$ cat config.mk
export PLATFORM = sky130hd
export DESIGN_NAME = fp16_conv_arbiter_flat
export DESIGN_NICKNAME = d
export VERILOG_FILES = /design/src/rtl/fp16_conv_arbiter_if.sv /design/src/rtl/fp16_conv_arbiter.sv /design/src/flat_wrapper.sv
export SDC_FILE = /design/constraint.sdc
export NUM_CORES = 1
export LEC_CHECK = 0
export BUFFER_PORTS_ARGS = -buffer_cell sky130_fd_sc_hd__buf_2
export CAP_MARGIN = 25
export CORE_MARGIN = 2
export CORE_UTILIZATION = 57
export DETAILED_ROUTE_END_ITERATION = 8
export PLACE_DENSITY = 0.85
export SYNTH_ARGS = -nofsm -noshare
export SYNTH_HDL_FRONTEND = slang
export SYNTH_SLANG_ARGS = --single-unit
$ cat constraint.sdc
create_clock -name clk -period 13.2 [get_ports clk]
set_clock_uncertainty 0.1 [all_clocks]
set_input_delay 1.98 -clock clk [delete_from_list [all_inputs] [get_ports clk]]
set_output_delay 1.98 -clock clk [all_outputs]
set_load 0.02 [all_outputs]
$ cat src/rtl/fp16_conv_arbiter_if.sv
// Bundle of requester lanes and the tagged fp16 result stream.
// The arbiter is the slave side; whoever drives the lanes and drains results is the master.
interface fp16_conv_arbiter_if #(
    parameter int NUM_REQ = 4,
    parameter int ID_W    = 2
);
    logic [NUM_REQ-1:0]    req_valid;
    logic [32*NUM_REQ-1:0] req_data;
    logic [NUM_REQ-1:0]    req_ready;
    logic                  out_valid;
    logic [15:0]           out_data;
    logic [ID_W-1:0]       out_id;
    logic                  out_ready;
    logic [15:0]           conv_count;

    modport master (
        output req_valid, req_data, out_ready,
        input  req_ready, out_valid, out_data, out_id, conv_count
    );

    modport slave (
        input  req_valid, req_data, out_ready,
        output req_ready, out_valid, out_data, out_id, conv_count
    );
endinterface

$ cat src/rtl/fp16_conv_arbiter.sv
// Round-robin arbiter with burst locking in front of one shared fp32->fp16 converter.
// The converted word is held in a single valid/ready output stage tagged with its source ID.

// Combinational fp32 -> fp16 conversion, round-to-nearest-even.
// Overflow goes to infinity, tiny values become fp16 subnormals or signed zero,
// NaNs stay NaN with the quiet bit forced and the upper payload bits kept.
module fp32_to_fp16 (
    input  logic [31:0] din,
    output logic [15:0] dout
);
    logic        sign;
    logic [7:0]  exp32;
    logic [22:0] man32;
    logic [4:0]  norm_exp;
    logic        norm_rnd;
    logic [3:0]  sub_sh;
    logic [35:0] sub_shifted;
    logic        sub_rnd;
    logic [14:0] mag;

    assign sign  = din[31];
    assign exp32 = din[30:23];
    assign man32 = din[22:0];

    // Normal range: rebias 127 -> 15, keep top 10 mantissa bits, round on bit 12.
    assign norm_exp = 5'(exp32 - 8'd112);
    assign norm_rnd = man32[12] & ((|man32[11:0]) | man32[13]);

    // Subnormal range: significand with hidden bit, pre-scaled so bits [35:26]
    // are the fp16 mantissa once shifted right by (112 - exp32).
    assign sub_sh      = 4'(8'd112 - exp32);
    assign sub_shifted = {1'b1, man32, 12'd0} >> sub_sh;
    assign sub_rnd     = sub_shifted[25] & ((|sub_shifted[24:0]) | sub_shifted[26]);

    // Select the magnitude by exponent range; a rounding carry naturally
    // bumps the exponent (including max-normal -> infinity).
    always_comb begin
        mag = 15'd0;
        if (exp32 == 8'hFF) begin
            mag = (man32 == '0) ? 15'h7C00 : {5'h1F, 1'b1, man32[21:13]};
        end else if (exp32 >= 8'd143) begin
            mag = 15'h7C00;
        end else if (exp32 >= 8'd113) begin
            mag = {norm_exp, man32[22:13]} + {14'd0, norm_rnd};
        end else if (exp32 >= 8'd101) begin
            mag = {5'd0, sub_shifted[35:26]} + {14'd0, sub_rnd};
        end
    end

    assign dout = {sign, mag};
endmodule

module fp16_conv_arbiter #(
    parameter int NUM_REQ   = 4,
    parameter int ID_W      = 2,
    parameter int BURST_LEN = 4
) (
    input  logic                clk,
    input  logic                rst_n,
    fp16_conv_arbiter_if.slave  bus
);
    localparam logic [0:0]      ST_ARB     = 1'b0;
    localparam logic [0:0]      ST_LOCK    = 1'b1;
    localparam logic [3:0]      BURST_W    = 4'(BURST_LEN);
    localparam logic [ID_W:0]   NUM_REQ_W  = (ID_W+1)'(NUM_REQ);
    localparam logic [ID_W-1:0] NUM_REQ_LO = ID_W'(NUM_REQ);
    localparam logic [ID_W-1:0] LAST_REQ   = ID_W'(NUM_REQ - 1);

    logic [0:0]      state_reg, state_next;
    logic [ID_W-1:0] rr_ptr_reg, rr_ptr_next;
    logic [3:0]      burst_cnt_reg, burst_cnt_next;

    logic            out_valid_reg;
    logic [15:0]     out_data_reg;
    logic [ID_W-1:0] out_id_reg;
    logic [15:0]     conv_count_reg;

    logic [31:0]        req_word [NUM_REQ];
    logic [ID_W-1:0]    scan_idx [NUM_REQ];
    logic [NUM_REQ-1:0] scan_valid;
    logic [NUM_REQ-1:0] ready_vec;

    logic            arb_found;
    logic [ID_W-1:0] arb_idx;
    logic [ID_W-1:0] grant_idx;
    logic            grant_valid;
    logic            can_load;
    logic            xfer;
    logic [15:0]     conv_out;

    // Per-requester word slices and the round-robin scan order rr_ptr+1, rr_ptr+2, ...
    generate
        for (genvar gi = 0; gi < NUM_REQ; gi++) begin : g_lane
            localparam logic [ID_W:0] OFS = (ID_W+1)'(gi + 1);
            logic [ID_W:0] scan_sum;

            assign req_word[gi]   = bus.req_data[32*gi +: 32];
            assign scan_sum       = {1'b0, rr_ptr_reg} + OFS;
            assign scan_idx[gi]   = (scan_sum >= NUM_REQ_W) ? (scan_sum[ID_W-1:0] - NUM_REQ_LO)
                                                            : scan_sum[ID_W-1:0];
            assign scan_valid[gi] = bus.req_valid[scan_idx[gi]];
            assign ready_vec[gi]  = xfer && (grant_idx == ID_W'(gi));
        end
    endgenerate

    // Pick the first valid requester in scan order (lowest scan position wins).
    always_comb begin
        arb_idx = '0;
        for (int k = NUM_REQ - 1; k >= 0; k--) begin
            if (scan_valid[k]) begin
                arb_idx = scan_idx[k];
            end
        end
    end

    assign arb_found   = |scan_valid;
    assign grant_idx   = (state_reg == ST_LOCK) ? rr_ptr_reg : arb_idx;
    assign grant_valid = (state_reg == ST_LOCK) ? bus.req_valid[rr_ptr_reg] : arb_found;
    assign can_load    = !out_valid_reg || bus.out_ready;
    // rst_n gates the accept so nothing is offered to requesters while in reset.
    assign xfer        = rst_n && can_load && grant_valid;

    assign bus.req_ready = ready_vec;

    fp32_to_fp16 u_conv (
        .din  (req_word[grant_idx]),
        .dout (conv_out)
    );

    // Arbitration FSM: free round-robin in ARB, fixed grant while a burst is locked.
    always_comb begin
        state_next     = state_reg;
        rr_ptr_next    = rr_ptr_reg;
        burst_cnt_next = burst_cnt_reg;
        case (state_reg)
            ST_ARB: begin
                if (xfer) begin
                    rr_ptr_next    = arb_idx;
                    burst_cnt_next = 4'd1;
                    state_next     = (BURST_LEN > 1) ? ST_LOCK : ST_ARB;
                end
            end
            ST_LOCK: begin
                if (xfer) begin
                    burst_cnt_next = burst_cnt_reg + 4'd1;
                    if (burst_cnt_next == BURST_W) begin
                        state_next = ST_ARB;
                    end
                end else if (can_load) begin
                    // Locked requester went idle: take a bubble and release the lock.
                    state_next = ST_ARB;
                end
            end
            default: state_next = ST_ARB;
        endcase
    end

    // Arbiter state registers; reset gives requester 0 first priority.
    always_ff @(posedge clk) begin
        if (!rst_n) begin
            state_reg     <= ST_ARB;
            rr_ptr_reg    <= LAST_REQ;
            burst_cnt_reg <= 4'd0;
        end else begin
            state_reg     <= state_next;
            rr_ptr_reg    <= rr_ptr_next;
            burst_cnt_reg <= burst_cnt_next;
        end
    end

    // Output stage: load on accept (replacing any word drained this cycle), clear on drain.
    always_ff @(posedge clk) begin
        if (!rst_n) begin
            out_valid_reg  <= 1'b0;
            out_data_reg   <= 16'd0;
            out_id_reg     <= '0;
            conv_count_reg <= 16'd0;
        end else if (xfer) begin
            out_valid_reg  <= 1'b1;
            out_data_reg   <= conv_out;
            out_id_reg     <= grant_idx;
            conv_count_reg <= conv_count_reg + 16'd1;
        end else if (out_valid_reg && bus.out_ready) begin
            out_valid_reg  <= 1'b0;
        end
    end

    assign bus.out_valid  = out_valid_reg;
    assign bus.out_data   = out_data_reg;
    assign bus.out_id     = out_id_reg;
    assign bus.conv_count = conv_count_reg;
endmodule

$ cat src/flat_wrapper.sv
// flat-port wrapper written by rule: the top's interface ports become plain ports
module fp16_conv_arbiter_flat 
#(
    parameter int NUM_REQ   = 4,
    parameter int ID_W      = 2,
    parameter int BURST_LEN = 4
)
  (clk, rst_n, bus_req_valid, bus_req_data, bus_out_ready, bus_req_ready, bus_out_valid, bus_out_data, bus_out_id, bus_conv_count);
  fp16_conv_arbiter_if #(.NUM_REQ(NUM_REQ), .ID_W(ID_W)) bus_i ();
  input  logic clk;
  input  logic rst_n;
  input wire logic [$bits(bus_i.req_valid)-1:0] bus_req_valid;
  input wire logic [$bits(bus_i.req_data)-1:0] bus_req_data;
  input wire logic [$bits(bus_i.out_ready)-1:0] bus_out_ready;
  output wire logic [$bits(bus_i.req_ready)-1:0] bus_req_ready;
  output wire logic [$bits(bus_i.out_valid)-1:0] bus_out_valid;
  output wire logic [$bits(bus_i.out_data)-1:0] bus_out_data;
  output wire logic [$bits(bus_i.out_id)-1:0] bus_out_id;
  output wire logic [$bits(bus_i.conv_count)-1:0] bus_conv_count;
  assign bus_i.req_valid = bus_req_valid;
  assign bus_i.req_data = bus_req_data;
  assign bus_i.out_ready = bus_out_ready;
  assign bus_req_ready = bus_i.req_ready;
  assign bus_out_valid = bus_i.out_valid;
  assign bus_out_data = bus_i.out_data;
  assign bus_out_id = bus_i.out_id;
  assign bus_conv_count = bus_i.conv_count;
  fp16_conv_arbiter #(.NUM_REQ(NUM_REQ), .ID_W(ID_W), .BURST_LEN(BURST_LEN)) u_core (.clk(clk), .rst_n(rst_n), .bus(bus_i));
endmodule
## Word-level counts from Yosys, hierarchy flattened

Index checks and enable logic that the tools add are counted.

| word-level totals | value |
|---|---|
| latch bits | 0 |
| bits in registers | 42 |
| bits in writable memories | 0 |
| bits in read-only memories | 0 |
| memories kept | 0 |
| bits of input ports | 135 |
| output and inout bits | 39 |

| operators by class | value |
|---|---|
| equal/unequal tests | 7 |
| multipliers | 0 |
| muxes and demuxes | 34 |
| shifts and indexed selects | 1 |
| bitwise logic cells | 6 |
| div/mod/pow operators | 0 |
| add/sub/neg operators | 10 |
| reductions and logical operators | 17 |
| order comparisons | 9 |

Operator list:

| cell | number |
|---|---|
| binary-select mux 32 bit (select 2 bit) | 1 |
| 2-to-1 mux 32 bit | 2 |
| 2-to-1 mux 15 bit | 3 |
| right shift 36 x 4 -> 36 bit | 1 |
| OR reduction 25 bit | 1 |
| zero test 23 bit | 1 |
| adder 16 x 1 -> 16 bit, second input constant | 1 |
| >= comparator 8 x 7 -> 1 bit, second input constant | 2 |
| adder 15 x 1 -> 15 bit | 1 |
| < comparator 2 x 3 -> 1 bit, second input constant | 5 |
| 2-to-1 mux 1 bit | 12 |
| OR reduction 12 bit | 1 |
| adder 10 x 1 -> 11 bit | 1 |
| 2-to-1 mux 11 bit | 1 |
| binary-select mux 1 bit (select 2 bit) | 5 |
| 2-to-1 mux 10 bit | 1 |
| 2-to-1 mux 2 bit | 5 |
| equality test 8 bit, second input constant | 1 |
| >= comparator 8 bit, second input constant | 1 |
| 2-to-1 mux 4 bit | 2 |
| one-hot mux 4 bit (2 select lines) | 1 |
| logical AND 1 bit | 7 |
| subtractor 5 bit, second input constant | 1 |
| adder 2 x 1 -> 2 bit, second input constant | 2 |
| 20 further kinds | 25 |

## Logic depth before layout (Yosys ltp)

Gate-level depths: netlist of run 1.

| logic depth | value |
|---|---|
| depth after elaboration | 22 |
| depth in mapped cells | 20 |
| gate-level depth less buffers | 16 |

## Cells and area by module

From an unflattened synthesis of run 1, not the netlist that was laid out.

| unflattened totals | value |
|---|---|
| cells, all modules | 679 |
| area, all modules | 5197.5 µm² |

By module, submodules not included:

| module | cells an instance | times used | area each (µm²) |
|---|---|---|---|
| fp16_conv_arbiter | 362 | 1 | 3144.3 |
| fp32_to_fp16 | 317 | 1 | 2053.2 |

## Least setup slack after synthesis of run 1

OpenSTA, ideal clock, no wires.

| path | value |
|---|---|
| kind | input to output |
| start point | in bus_req_valid[0] |
| end point | out bus_req_ready[3] |
| arrival | 3.967 ns |
| stages on the path | 8 |
| buffers on the path | 4 |
| slack | 7.153 ns |
| cell sequence | or3b_1 > o211a_1 > o211a_4 > buf_6 > buf_4 > buf_4 > buf_2 > nor3_1 |

| on the way | value |
|---|---|
| word-level cells in the longest chain between the ends | 9 |

Ends and longest elaborated chain:

| item | RTL line | text |
|---|---|---|
| start, declared | flat_wrapper.sv:12 | `input wire logic [$bits(bus_i.req_valid)-1:0] bus_req_valid;` |
| binary-select mux 1 bit (select 2 bit) | fp16_conv_arbiter.sv:101 | `assign scan_valid[gi] = bus.req_valid[scan_idx[gi]];` |
| 2-to-1 mux 1 bit (implied by the code) | fp16_conv_arbiter.sv:101 |  |
| 2-to-1 mux 2 bit (4 in a row) | fp16_conv_arbiter.sv:110 | `if (scan_valid[k]) begin` |
| 2-to-1 mux 2 bit | fp16_conv_arbiter.sv:117 | `assign grant_idx = (state_reg == ST_LOCK) ? rr_ptr_reg : arb_idx;` |
| equality test 2 bit | fp16_conv_arbiter.sv:102 | `assign ready_vec[gi] = xfer && (grant_idx == ID_W'(gi));` |
| logical AND 1 bit * | fp16_conv_arbiter.sv:102 |  |
| end, declared | flat_wrapper.sv:15 | `output wire logic [$bits(bus_i.req_ready)-1:0] bus_req_ready;` |

Every way passes the cells marked *; elsewhere a longest branch is shown, timed or not. The select of a mux whose other input is x is not followed.

## Final worst setup path of run 1

| path | value |
|---|---|
| start point | in bus_req_valid[1] |
| end point | reg u_core.out_data_reg[6], in the netlist u_core.bus.out_data[6] |

| on the way | value |
|---|---|
| word-level cells in the longest chain between the ends | 21 |

Ends and longest elaborated chain:

| item | RTL line | text |
|---|---|---|
| binary-select mux 1 bit (select 2 bit) | fp16_conv_arbiter.sv:101 |  |
| 2-to-1 mux 1 bit (implied by the code) | fp16_conv_arbiter.sv:101 |  |
| 2-to-1 mux 2 bit (4 in a row) | fp16_conv_arbiter.sv:110 |  |
| 2-to-1 mux 2 bit | fp16_conv_arbiter.sv:117 |  |
| inverter 2 -> 3 bit (implied by the code) | fp16_conv_arbiter.sv:126 | `.din (req_word[grant_idx]),` |
| binary-select mux 32 bit (select 2 bit) | fp16_conv_arbiter.sv:126 |  |
| 2-to-1 mux 32 bit (implied by the code) (2 in a row) | fp16_conv_arbiter.sv:126 |  |
| subtractor 1 x 4 -> 4 bit | fp16_conv_arbiter.sv:31 | `assign sub_sh = 4'(8'd112 - exp32);` |
| right shift 36 x 4 -> 36 bit | fp16_conv_arbiter.sv:32 | `assign sub_shifted = {1'b1, man32, 12'd0} >> sub_sh;` |
| OR reduction 25 bit | fp16_conv_arbiter.sv:33 | `assign sub_rnd = sub_shifted[25] & ((\|sub_shifted[24:0]) \| sub_shifted[26]);` |
| bitwise OR 1 bit | fp16_conv_arbiter.sv:33 |  |
| bitwise AND 1 bit | fp16_conv_arbiter.sv:33 |  |
| adder 10 x 1 -> 11 bit | fp16_conv_arbiter.sv:46 | `mag = {5'd0, sub_shifted[35:26]} + {14'd0, sub_rnd};` |
| 2-to-1 mux 11 bit | fp16_conv_arbiter.sv:45 | `end else if (exp32 >= 8'd101) begin` |
| 2-to-1 mux 15 bit | fp16_conv_arbiter.sv:43 | `end else if (exp32 >= 8'd113) begin` |
| 2-to-1 mux 15 bit | fp16_conv_arbiter.sv:41 | `end else if (exp32 >= 8'd143) begin` |
| 2-to-1 mux 15 bit | fp16_conv_arbiter.sv:39 | `if (exp32 == 8'hFF) begin` |
| end signal, assigned | fp16_conv_arbiter.sv:180 | `out_data_reg <= conv_out;` |
| end, declared | fp16_conv_arbiter.sv:74 | `logic [15:0] out_data_reg;` |

Parallel ways exist; a longest one is shown, timed or not. The select of a mux whose other input is x is not followed.
A chain may end at the register's enable or synchronous reset.

==> results.yml, run 1 <==
global_routing:
  antenna_violations_before_repair: 0
  grt_pass1_vias: 5927
  grt-ovfl-total: 0
  grt_start_max_net_pins: 59
  grt_pass1_wl_mm: 29.4
  groute.usage.overall: 0.349
flow_run:
  cap_viol_max_count: 0
clock_tree:
  worst_setup_hold_path_clk_slew_ns: 0.08
  cts_made_buffers: 5
  cts.path.max_buffers: 2
  cts.repair.resized: 0
  cts_root_buf: "clkbuf_8"
  cts_max_level: 2
  cts_setup_buffers: 0
  clock_sinks: 42
  cts_tree: "yes"
  cts-hold-fix-buffers: 0
  clock_insertion_delay_worst_skew_ns: 0.30
critical_path:
  critPathKind: "in -> reg"
  crit-reg2reg-capture: "u_core.bus.out_data[6]$_SDFFE_PN0P_"
  worst_setup_path_startpoint: "bus_req_valid[1]"
  worst-path-max-fanout: 49
  cpPeakStageDelay_ns: 0.75
  timing.critical_path.from_type: "primary input"
  required_ns: 13.32
  crit-reg2reg-launch: "u_core.rr_ptr_reg[1]$_SDFFE_PN1P_"
  crit_path_end_kind: "flop"
  r2r_cells: 14
  data_arrival_at_the_endpoint_of_the_critical_path_ns: 7.45
  worstPathCellList: "buf_2, or4b_1, o211ai_2, o211a_4, o211ai_1, nand2_2, clkinv_1, ha_1, nand2_1, o22ai_1, o41a_1, nor2_1, o21ai_0, or2_2, o31ai_1"
  ff2ff_setup_slack_ns: 7.02
  slowest_library_cell_on_the_worst_path: "o211a_4"
hold_path:
  hold_path_class: "reg -> reg"
  worstHoldPathCells: 2
  hold_ep: "u_core.bus.out_data[15]$_SDFFE_PN0P_"
  hold_start: "u_core.bus.out_data[15]$_SDFFE_PN0P_"
timing:
  finalHoldViolations: 0
  final.min_clock_period_ns: 7.34
  rsz0062_at_grt: "no"
  achievable-frequency_mhz: 136
  finalSetupViolations: 0
  slew_viol_final: 0
  tightestPinTransition_ns: 1.06
  timing.final.ws_setup_ns: 5.86
  slew-limit-headroom: 0.270
  period_share: 0.556
  timing.setup.tns_ns: 0
floorplanning:
  initial_core_util: 0.581
  core.rowCount: 36
  die_width_um: 103
  fp.dieArea_mm2: 0.0106
  io-pin-count: 174
  die_height_um: 103
  area_inside_the_core_boundary_mm2: 0.00964
power_and_ir_drop:
  ratio_of_total_power_to_cell_area_mw_per_mm2: 146
  vdd_ir_drop_max_v: 0.000112
  static-leakage-power_nw: 2.81
logic_synthesis:
  synth_cells: 740
  async_reset_ff_frac: 0
  syn-cell-area_mm2: 0.00560
  postSynth.topFlopCell: "dfxtp_1"
  synthDistinctLibCells: 86
  synth_seq_cells: 42
  mappedNetlistNets: 882
  synth_seq_area_share: 0.150
  synth_enable_flop_cells: 0
  synth_area_per_cell_um2: 7.57
  yosysWarnings: 0
placed_design:
  total_half_perimeter_wirelength_after_legalization_and_detailed_placement_mm: 14.7
  place_ws_ns: 5.69
  place_congestion: 1.01
  port_buffers: 173
cells_and_area:
  area_growth_syn_to_layout_pct: 15.8
  layout.filler_cells: 899
  final_layout_size_suffix_gt1_frac: 0.270
  multiInputGateArea_mm2: 0.00440
  final-seq-area_um2: 841
  final_nets: 1011
  antennaDiodeCount: 0
drt:
  drcViolationCount: 0
  totalWireLength_mm: 19.2
  1st_iter_drt_viols: 533
  detail_route.wl_per_cell_um: 19.1
  vias: 6604
  postRouteAntennaNets: 0
  post_dr_vias_cell: 6.58
  drt-pass1-iter-count: 6
run_status:
  run_status: "finished, final reports clean"
-- layer usage --
| metal | track usage | part of all wire | up-vias | wire (um) |
|---|---|---|---|---|
| li1 | - | - | 3071 | - |
| met1 | 0.477 | 0.41 | 3042 | 7940 |
| met2 | 0.541 | 0.44 | 420 | 8360 |
| met3 | 0.0753 | 0.11 | 71 | 2170 |
| met4 | 0.123 | 0.037 | 0 | 712 |
| met5 | 0 | 0 | - | 0 |
-- stage by stage --
step	hold slack [ns]	power, mW	utilization	cells	area, um2
after global routing	0.413	1.01	0.673	1003	6490
after global placement	0.356	0.833	0.663	995	6390
final	0.381	0.950	0.673	1003	6490
after detailed placement	0.369	0.837	0.663	995	6390
after floorplan	0.358	0.679	-	740	5600
after CTS	0.380	0.926	0.673	1003	6490
-- where the power goes --
group	internal [mW]	switching (mW)	leakage [nW]
combinational	0.259	0.444	2.42
clock	0.0421	0.0462	0.0472
sequential	0.145	0.0142	0.344
total	0.446	0.505	2.81
-- Yosys cell counts (6+ instances only) --
cell,count,area share
nand2_1,75,0.050
mux2i_1,73,0.13
dfxtp_1,42,0.15
nor2_1,42,0.028
nand3_1,33,0.029
a21oi_1,32,0.029
o211ai_1,30,0.040
xnor2_1,29,0.045
nor3_1,27,0.024
clkbuf_1,26,0.017
o21ai_0,25,0.022
and2_1,20,0.022
inv_1,20,0.013
a211oi_1,19,0.025
buf_2,17,0.015
mux2_2,17,0.034
nor4_1,14,0.016
a21boi_0,10,0.013
nand4_1,10,0.011
and3_1,8,0.0089
o2111ai_1,8,0.013
a31oi_1,7,0.0078
ha_1,7,0.016
nor2b_1,7,0.0078
o211a_1,7,0.013
a22oi_1,6,0.0080
o2111a_1,6,0.012
xor2_1,6,0.0094
-- placed cells by master, fill, tap and decap left out, types with 8 or more instances in the layout --
cell type / instances
o211ai_1: 30
inv_1: 20
mux2_2: 17
nor2_1: 42
buf_2: 173
nor3_1: 27
a21boi_0: 10
a21oi_1: 32
xnor2_1: 29
nand3_1: 33
and3_1: 8
o2111ai_1: 8
a211oi_1: 19
dfxtp_1: 42
nand4_1: 10
o21ai_0: 25
and2_1: 20
mux2i_1: 73
nand2_1: 75
nor4_1: 14
-- kinds of logic after synthesis --
| family | share of synthesized area |
|---|---|
| and+or+nand+nor | 0.249 |
| DFF | 0.150 |
| buffers and inverters | 0.0643 |
| adders and majority gates | 0.0156 |
| AOI/OAI and AO/OA | 0.287 |
| xor gates and xnor gates | 0.0576 |
| muxes | 0.177 |
-- area by class of cell --
| cell class | instances | share of cell area |
|---|---|---|
| multi-input combinational | 619 | 0.678 |
| clock inverter | 2 | 0.00193 |
| inverter | 24 | 0.0139 |
| tap | 133 | 0.0256 |
| sequential | 42 | 0.130 |
| timing repair buffer | 177 | 0.138 |
| clock buffer | 6 | 0.0127 |
-- how the worst max path moves through the flow --
stage               slack, ns                                  end  cells after the start
floorplan                7.15                     bus_req_ready[3]                      8
global placement         5.83  u_core.bus.out_data[6]$_SDFFE_PN0P_                     15
detailed placement       5.69  u_core.bus.out_data[6]$_SDFFE_PN0P_                     15
CTS                      5.97  u_core.bus.out_data[6]$_SDFFE_PN0P_                     15
global route             5.44  u_core.bus.out_data[6]$_SDFFE_PN0P_                     15
finish                   5.86  u_core.bus.out_data[6]$_SDFFE_PN0P_                     15
-- critical path, delay by kind of cell --
family,cells,cell delay (ns)
compound gates,7,2.44
simple gates,5,1.63
buf+inv,2,0.89
fa+ha+maj,1,0.52
Note: power is estimated with default switching activity, not from simulation.
==> inputs of run 2 (changes only) <==
--- a/config.mk
+++ b/config.mk
@@ -5,12 +5,13 @@
 export SDC_FILE = /design/constraint.sdc
 export NUM_CORES = 1
 export LEC_CHECK = 0
+export ABC_AREA = 1
 export BUFFER_PORTS_ARGS = -buffer_cell sky130_fd_sc_hd__buf_2
 export CAP_MARGIN = 25
 export CORE_MARGIN = 2
-export CORE_UTILIZATION = 57
+export CORE_UTILIZATION = 48
 export DETAILED_ROUTE_END_ITERATION = 8
-export PLACE_DENSITY = 0.85
+export PLACE_DENSITY = 0.76
 export SYNTH_ARGS = -nofsm -noshare
 export SYNTH_HDL_FRONTEND = slang
 export SYNTH_SLANG_ARGS = --single-unit
==> constraint.sdc (replaced) <==
create_clock -name clk -period 6.7 [get_ports clk]
set_clock_uncertainty 0.1 [all_clocks]
set_input_delay 1.005 -clock clk [delete_from_list [all_inputs] [get_ports clk]]
set_output_delay 1.005 -clock clk [all_outputs]
set_load 0.02 [all_outputs]
==> run 2 against run 1 <==
Net effect:
- area after synthesis down 3.8%
- power grew to 3.4 times the previous value
- clock-buffer cell count shrank 1
- sequential power grew 110%
- worst hold slack lost 0.0042 ns
- wire length shrank 12%
- first-iteration DRC count down 8.1%
- cell count rose by 28%
- sequential share of layout area up 0.54 points
- register-to-register slack worse by 5.2 ns
- critical path depth increased by 15
- combinational power rose to 3.8 times the previous value
==> results.yml, run 2 <==
critical_path:
  worst_setup_path_startpoint: "bus_req_valid[1]"
  worst-path-max-fanout: 53
  ff2ff_setup_slack_ns: 1.78
  crit_path_end_kind: "flop"
  critPathKind: "in -> reg"
  critPathCapture: "u_core.bus.out_data[8]$_SDFFE_PN0P_"
  required_ns: 6.79
  slowest_library_cell_on_the_worst_path: "buf_4"
  crit-reg2reg-capture: "u_core.bus.out_data[8]$_SDFFE_PN0P_"
  cpPeakStageDelay_ns: 0.46
  timing.critical_path.from_type: "primary input"
  r2r_cells: 30
  critPathMostFrequentCell: "nand2_1"
  data_arrival_at_the_endpoint_of_the_critical_path_ns: 5.15
  crit-reg2reg-launch: "u_core.rr_ptr_reg[0]$_SDFFE_PN1P_"
power_and_ir_drop:
  vdd_ir_drop_max_v: 0.000250
  power.total_mw: 3.21
  ratio_of_total_power_to_cell_area_mw_per_mm2: 514
  static-leakage-power_nw: 3.46
placed_design:
  dp_cells: 1277
  place_ws_ns: 1.41
  place_congestion: 0.973
  total_half_perimeter_wirelength_after_legalization_and_detailed_placement_mm: 13.3
  placed_area_mm2: 0.00614
  port_buffers: 173
logic_synthesis:
  synth.most_common_cell: "nand2_1"
  ys_top_cells_by_count: "453 x nand2_1, 118 x nand3_1, 71 x inv_1"
  synth_cells: 1003
  synth_enable_flop_cells: 0
  synthDistinctLibCells: 45
  synth_top_cell_by_area: "nand2_1"
  mappedNetlistNets: 1145
  postSynth.topFlopCell: "dfxtp_1"
  synth_area_leaders: "nand2_1 32%, dfxtp_1 16%, nand3_1 11%, inv_1 4.9%, a21oi_1 4.3%"
  synth_seq_area_share: 0.156
  yosysWarnings: 0
  netlist.area_leader.share: 0.316
  syn-cell-area_mm2: 0.00539
  synth_area_per_cell_um2: 5.37
  async_reset_ff_frac: 0
  synth_seq_cells: 42
drt:
  detail_route.wl_per_cell_um: 13.1
  1st_iter_drt_viols: 490
  drt-pass1-iter-count: 5
  post_dr_vias_cell: 5.34
  totalWireLength_mm: 16.8
  drcViolationCount: 0
  postRouteAntennaNets: 0
  vias: 6867
timing:
  timing.final.ws_setup_ns: 1.64
  hold_ws_ns: 0.377
  slew-limit-headroom: 0.501
  rsz0062_at_grt: "no"
  finalHoldViolations: 0
  final.min_clock_period_ns: 5.06
  finalSetupViolations: 0
  timing.setup.tns_ns: 0
  slew_viol_final: 0
  tightestPinTransition_ns: 0.746
  achievable-frequency_mhz: 198
  period_share: 0.755
hold_path:
  hold_path_class: "reg -> reg"
clock_tree:
  cts_max_level: 2
  cts_tree: "yes"
  cts.repair.resized: 0
  worst_setup_hold_path_clk_slew_ns: 0.09
  cts.path.max_buffers: 2
  clock_insertion_delay_worst_skew_ns: 0.29
  cts-hold-fix-buffers: 0
  cts_setup_buffers: 0
  clock_sinks: 42
  cts_root_buf: "clkbuf_8"
  cts_made_buffers: 5
cells_and_area:
  final_layout_size_suffix_gt1_frac: 0.221
  mostFrequentLayoutCell: "nand2_1"
  final_cell_area_mm2: 0.00623
  final_nets: 1286
  layout.filler_cells: 1138
  area_growth_syn_to_layout_pct: 15.7
  layout_common_cells: "453 x nand2_1, 173 x buf_2, 118 x nand3_1"
  layout.cells.non_filler: 1285
  final-seq-area_um2: 841
  antennaDiodeCount: 0
  multiInputGateArea_mm2: 0.00392
  finalCoreUtilization: 0.572
floorplanning:
  fp.dieArea_mm2: 0.0121
  core.rowCount: 38
  die_height_um: 110
  io-pin-count: 174
  die_width_um: 110
  area_inside_the_core_boundary_mm2: 0.0109
  initial_core_util: 0.495
global_routing:
  grt_pass1_vias: 6176
  grt_pass1_wl_mm: 27.9
  groute.usage.overall: 0.284
  grt_start_max_net_pins: 54
  grt-ovfl-total: 0
  antenna_violations_before_repair: 0
run_status:
  run_status: "finished, final reports clean"
flow_run:
  cap_viol_max_count: 0
run 2: cell types whose count changed in the layout (fill, tap and decap cells not counted), moves of 9 or more:
cell | before | now
a211oi_1 | 19 | 0
a21boi_0 | 10 | 0
a21oi_1 | 32 | 46
and2_1 | 20 | 0
inv_1 | 20 | 71
mux2_2 | 17 | 0
mux2i_1 | 73 | 0
nand2_1 | 75 | 453
nand2_2 | 2 | 25
nand3_1 | 33 | 118
nor3_1 | 27 | 18
nor4_1 | 14 | 3
o211ai_1 | 30 | 1
xnor2_1 | 29 | 1
run 2: layer usage:
layer	up-vias	routed length, um	GRT usage
met1	3038	7250	0.353
met2	266	8050	0.507
met4	0	440	0.0931
li1	3525	-	-
met5	-	0	0
met3	38	1100	0.0320
run 2: layout make-up:
cell class                 instances  share of cell area
clock inverter                     3             0.00341
inverter                          83              0.0504
timing repair buffer             177               0.144
multi-input combinational        835               0.628
tap                              140              0.0281
clock buffer                       5              0.0110
sequential                        42               0.135
run 2: logic make-up (layout without fill, tap and decap cells):
logic type      after synthesis  count (layout)  share of synthesized area
flops                        42              42                      0.156
buf+inv                     126             268                      0.117
xor+xnor                      6               6                    0.00975
compound gates              111             111                      0.122
simple gates                711             711                      0.579
fa+ha+maj                     7               7                     0.0163
run 2: power breakdown:
part / internal, mW / switching, mW / total [mW]
Sequential: 0.302 / 0.0365 / 0.339
Clock: 0.0732 / 0.0898 / 0.163
Combinational: 0.803 / 1.90 / 2.70
Total: 1.18 / 2.03 / 3.21
run 2: worst max-delay path: cells and delay by family:
family | cells | cell delay (ns)
fa+ha+maj | 2 | 0.58
buf+inv | 6 | 0.82
compound gates | 3 | 0.45
simple gates | 19 | 2.29
run 2: how the worst min path moves through the flow:
stage,startpoint,to,slack (ns),cells past startpoint
2_1_floorplan,u_core.burst_cnt_reg[1]$_SDFFE_PN0P_,u_core.burst_cnt_reg[1]$_SDFFE_PN0P_,0.39,2
3_3_place_gp,u_core.bus.out_id[0]$_SDFFE_PN0P_,u_core.bus.out_id[0]$_SDFFE_PN0P_,0.36,2
3_5_place_dp,u_core.bus.out_id[1]$_SDFFE_PN0P_,u_core.bus.out_id[1]$_SDFFE_PN0P_,0.37,2
4_1_cts,u_core.bus.out_id[1]$_SDFFE_PN0P_,u_core.bus.out_id[1]$_SDFFE_PN0P_,0.38,2
5_1_grt,u_core.bus.out_id[0]$_SDFFE_PN0P_,u_core.bus.out_id[0]$_SDFFE_PN0P_,0.39,2
6_report,u_core.bus.out_id[1]$_SDFFE_PN0P_,u_core.bus.out_id[1]$_SDFFE_PN0P_,0.38,2
==> inputs of run 3 (changes only) <==
--- a/config.mk
+++ b/config.mk
@@ -5,13 +5,13 @@
 export SDC_FILE = /design/constraint.sdc
 export NUM_CORES = 1
 export LEC_CHECK = 0
-export ABC_AREA = 1
+export ABC_AREA = 0
 export BUFFER_PORTS_ARGS = -buffer_cell sky130_fd_sc_hd__buf_2
 export CAP_MARGIN = 25
 export CORE_MARGIN = 2
-export CORE_UTILIZATION = 48
+export CORE_UTILIZATION = 53
 export DETAILED_ROUTE_END_ITERATION = 8
-export PLACE_DENSITY = 0.76
+export PLACE_DENSITY = 0.79
 export SYNTH_ARGS = -nofsm -noshare
 export SYNTH_HDL_FRONTEND = slang
 export SYNTH_SLANG_ARGS = --single-unit
==> constraint.sdc (replaced) <==
create_clock -name clk -period 4.9 [get_ports clk]
set_clock_uncertainty 0.1 [all_clocks]
set_input_delay 0.735 -clock clk [delete_from_list [all_inputs] [get_ports clk]]
set_output_delay 0.735 -clock clk [all_outputs]
set_load 0.02 [all_outputs]
==> run 3 against run 2 <==
Net effect:
- first-iteration DRC count rose by 47%
- power down 13%
- core utilization rose by 10 points
- sequential power grew 28%
- sequential cell count stayed put
- setup slack lost 1.3 ns
- register-to-register slack worse by 1.4 ns
- combinational power decreased by 21%
- critical path type unchanged
- highest routed layer unchanged
==> results.yml, run 3 (synthesized netlist as in run 1, its figures left out) <==
run_status:
  run_status: "finished, final reports clean"
floorplanning:
  die_height_um: 107
  io-pin-count: 174
  initial_core_util: 0.545
  fp.dieArea_mm2: 0.0114
  core.rowCount: 37
  area_inside_the_core_boundary_mm2: 0.0103
  die_width_um: 107
cells_and_area:
  final_cell_area_mm2: 0.00691
  area_growth_syn_to_layout_pct: 23.2
  final-seq-area_um2: 842
  final_layout_size_suffix_gt1_frac: 0.311
  final_nets: 1060
  multiInputGateArea_mm2: 0.00441
  antennaDiodeCount: 0
  layout.filler_cells: 935
  mostFrequentLayoutCell: "buf_2"
  layout_common_cells: "173 x buf_2, 75 x nand2_1, 73 x mux2i_1"
clock_tree:
  cts.repair.resized: 0
  cts_tree: "yes"
  clock_sinks: 42
  cts_made_buffers: 5
  cts_root_buf: "clkbuf_8"
  clock_insertion_delay_worst_skew_ns: 0.30
  cts_setup_buffers: 0
  cts.path.max_buffers: 2
  worst_setup_hold_path_clk_slew_ns: 0.09
  cts_max_level: 2
  cts-hold-fix-buffers: 0
drt:
  drcViolationCount: 0
  drt-pass1-iter-count: 5
  vias: 6927
  post_dr_vias_cell: 6.57
  totalWireLength_mm: 21.6
  1st_iter_drt_viols: 722
  postRouteAntennaNets: 0
  detail_route.wl_per_cell_um: 20.5
global_routing:
  grt_start_max_net_pins: 38
  grt-ovfl-total: 0
  antenna_violations_before_repair: 0
  grt_util_met3: 0.0541
  grt_pass1_wl_mm: 33.9
  grt_pass1_vias: 6586
  groute.usage.overall: 0.372
  met2_usage: 0.594
  grt_busiest_layer: "met2"
  globalRouteMet1Util: 0.524
critical_path:
  data_arrival_at_the_endpoint_of_the_critical_path_ns: 4.63
  slowest_library_cell_on_the_worst_path: "mux4_2"
  required_ns: 4.98
  top_delay_family_on_crit_path: "compound AO/OA/AOI/OAI gates"
  timing.critical_path.from_type: "primary input"
  critPathMostFrequentCell: "buf_4"
  critical_path_cell_count: 17
  critPathKind: "in -> reg"
  crit_path_end_kind: "flop"
  worstPathCellList: "buf_2, or3b_1, o211a_1, buf_4, o211ai_2, buf_4, o211ai_1, and2_1, mux2_2, mux4_2, or4b_1, o21ai_0, ha_1, nand2_1, nor4_2, a31oi_1, o31ai_1"
  cpPeakStageDelay_ns: 0.52
  worst-path-max-fanout: 16
  timing.critical_path.buf_inv: 3
  r2r_cells: 16
timing:
  period_share: 0.929
  slew-limit-headroom: 0.468
  timing.final.ws_setup_ns: 0.347
  hold_ws_ns: 0.404
  achievable-frequency_mhz: 220
  final.min_clock_period_ns: 4.55
  slew_viol_final: 0
  finalHoldViolations: 0
  tightestPinTransition_ns: 0.793
  timing.setup.tns_ns: 0
  finalSetupViolations: 0
hold_path:
  hold_path_class: "reg -> reg"
  worstHoldPathCells: 1
power_and_ir_drop:
  static-leakage-power_nw: 3.06
  ratio_of_total_power_to_cell_area_mw_per_mm2: 404
  vdd_ir_drop_max_v: 0.000264
flow_run:
  cap_viol_max_count: 0
placed_design:
  port_buffers: 173
  place_ws_ns: 0.0694
  total_half_perimeter_wirelength_after_legalization_and_detailed_placement_mm: 17.6
  placed_area_mm2: 0.00680
  place_congestion: 1.01
-- run 3: worst paths after layout --
path | start | to | slack [ns]
min reg2reg | u_core.bus.out_data[1]$_SDFFE_PN0P_ | u_core.bus.out_data[1]$_SDFFE_PN0P_ | 0.40
min | u_core.bus.out_data[1]$_SDFFE_PN0P_ | u_core.bus.out_data[1]$_SDFFE_PN0P_ | 0.40
max | bus_req_valid[1] | u_core.bus.out_data[6]$_SDFFE_PN0P_ | 0.35
max reg2reg | u_core.rr_ptr_reg[0]$_SDFFE_PN1P_ | u_core.bus.out_data[8]$_SDFFE_PN0P_ | 0.36
-- run 3: area by class of cell --
type | count | share of cell area
inverter | 24 | 0.0130
timing repair buffer | 226 | 0.188
sequential | 42 | 0.122
clock inverter | 3 | 0.00362
multi-input combinational | 619 | 0.638
clock buffer | 5 | 0.00997
tap | 136 | 0.0246
-- run 3: per-stage QoR --
step	util	power [mW]	instances
floorplan	-	1.83	740
global placement	0.662	2.46	1047
detailed placement	0.662	2.49	1047
CTS	0.671	2.73	1055
global route	0.672	2.97	1055
finish	0.672	2.79	1055
-- run 3: power breakdown --
part           switching, mW  leakage [nW]  internal [mW]
clock                  0.133        0.0447          0.103
combinational           1.27          2.67          0.849
sequential            0.0423         0.344          0.391
total                   1.45          3.06           1.34
-- run 3: layer usage --
metal	vias to the layer above	wire, um
li1	3166	-
met1	3271	9200
met2	436	9590
met3	54	2230
met4	0	607
met5	-	0
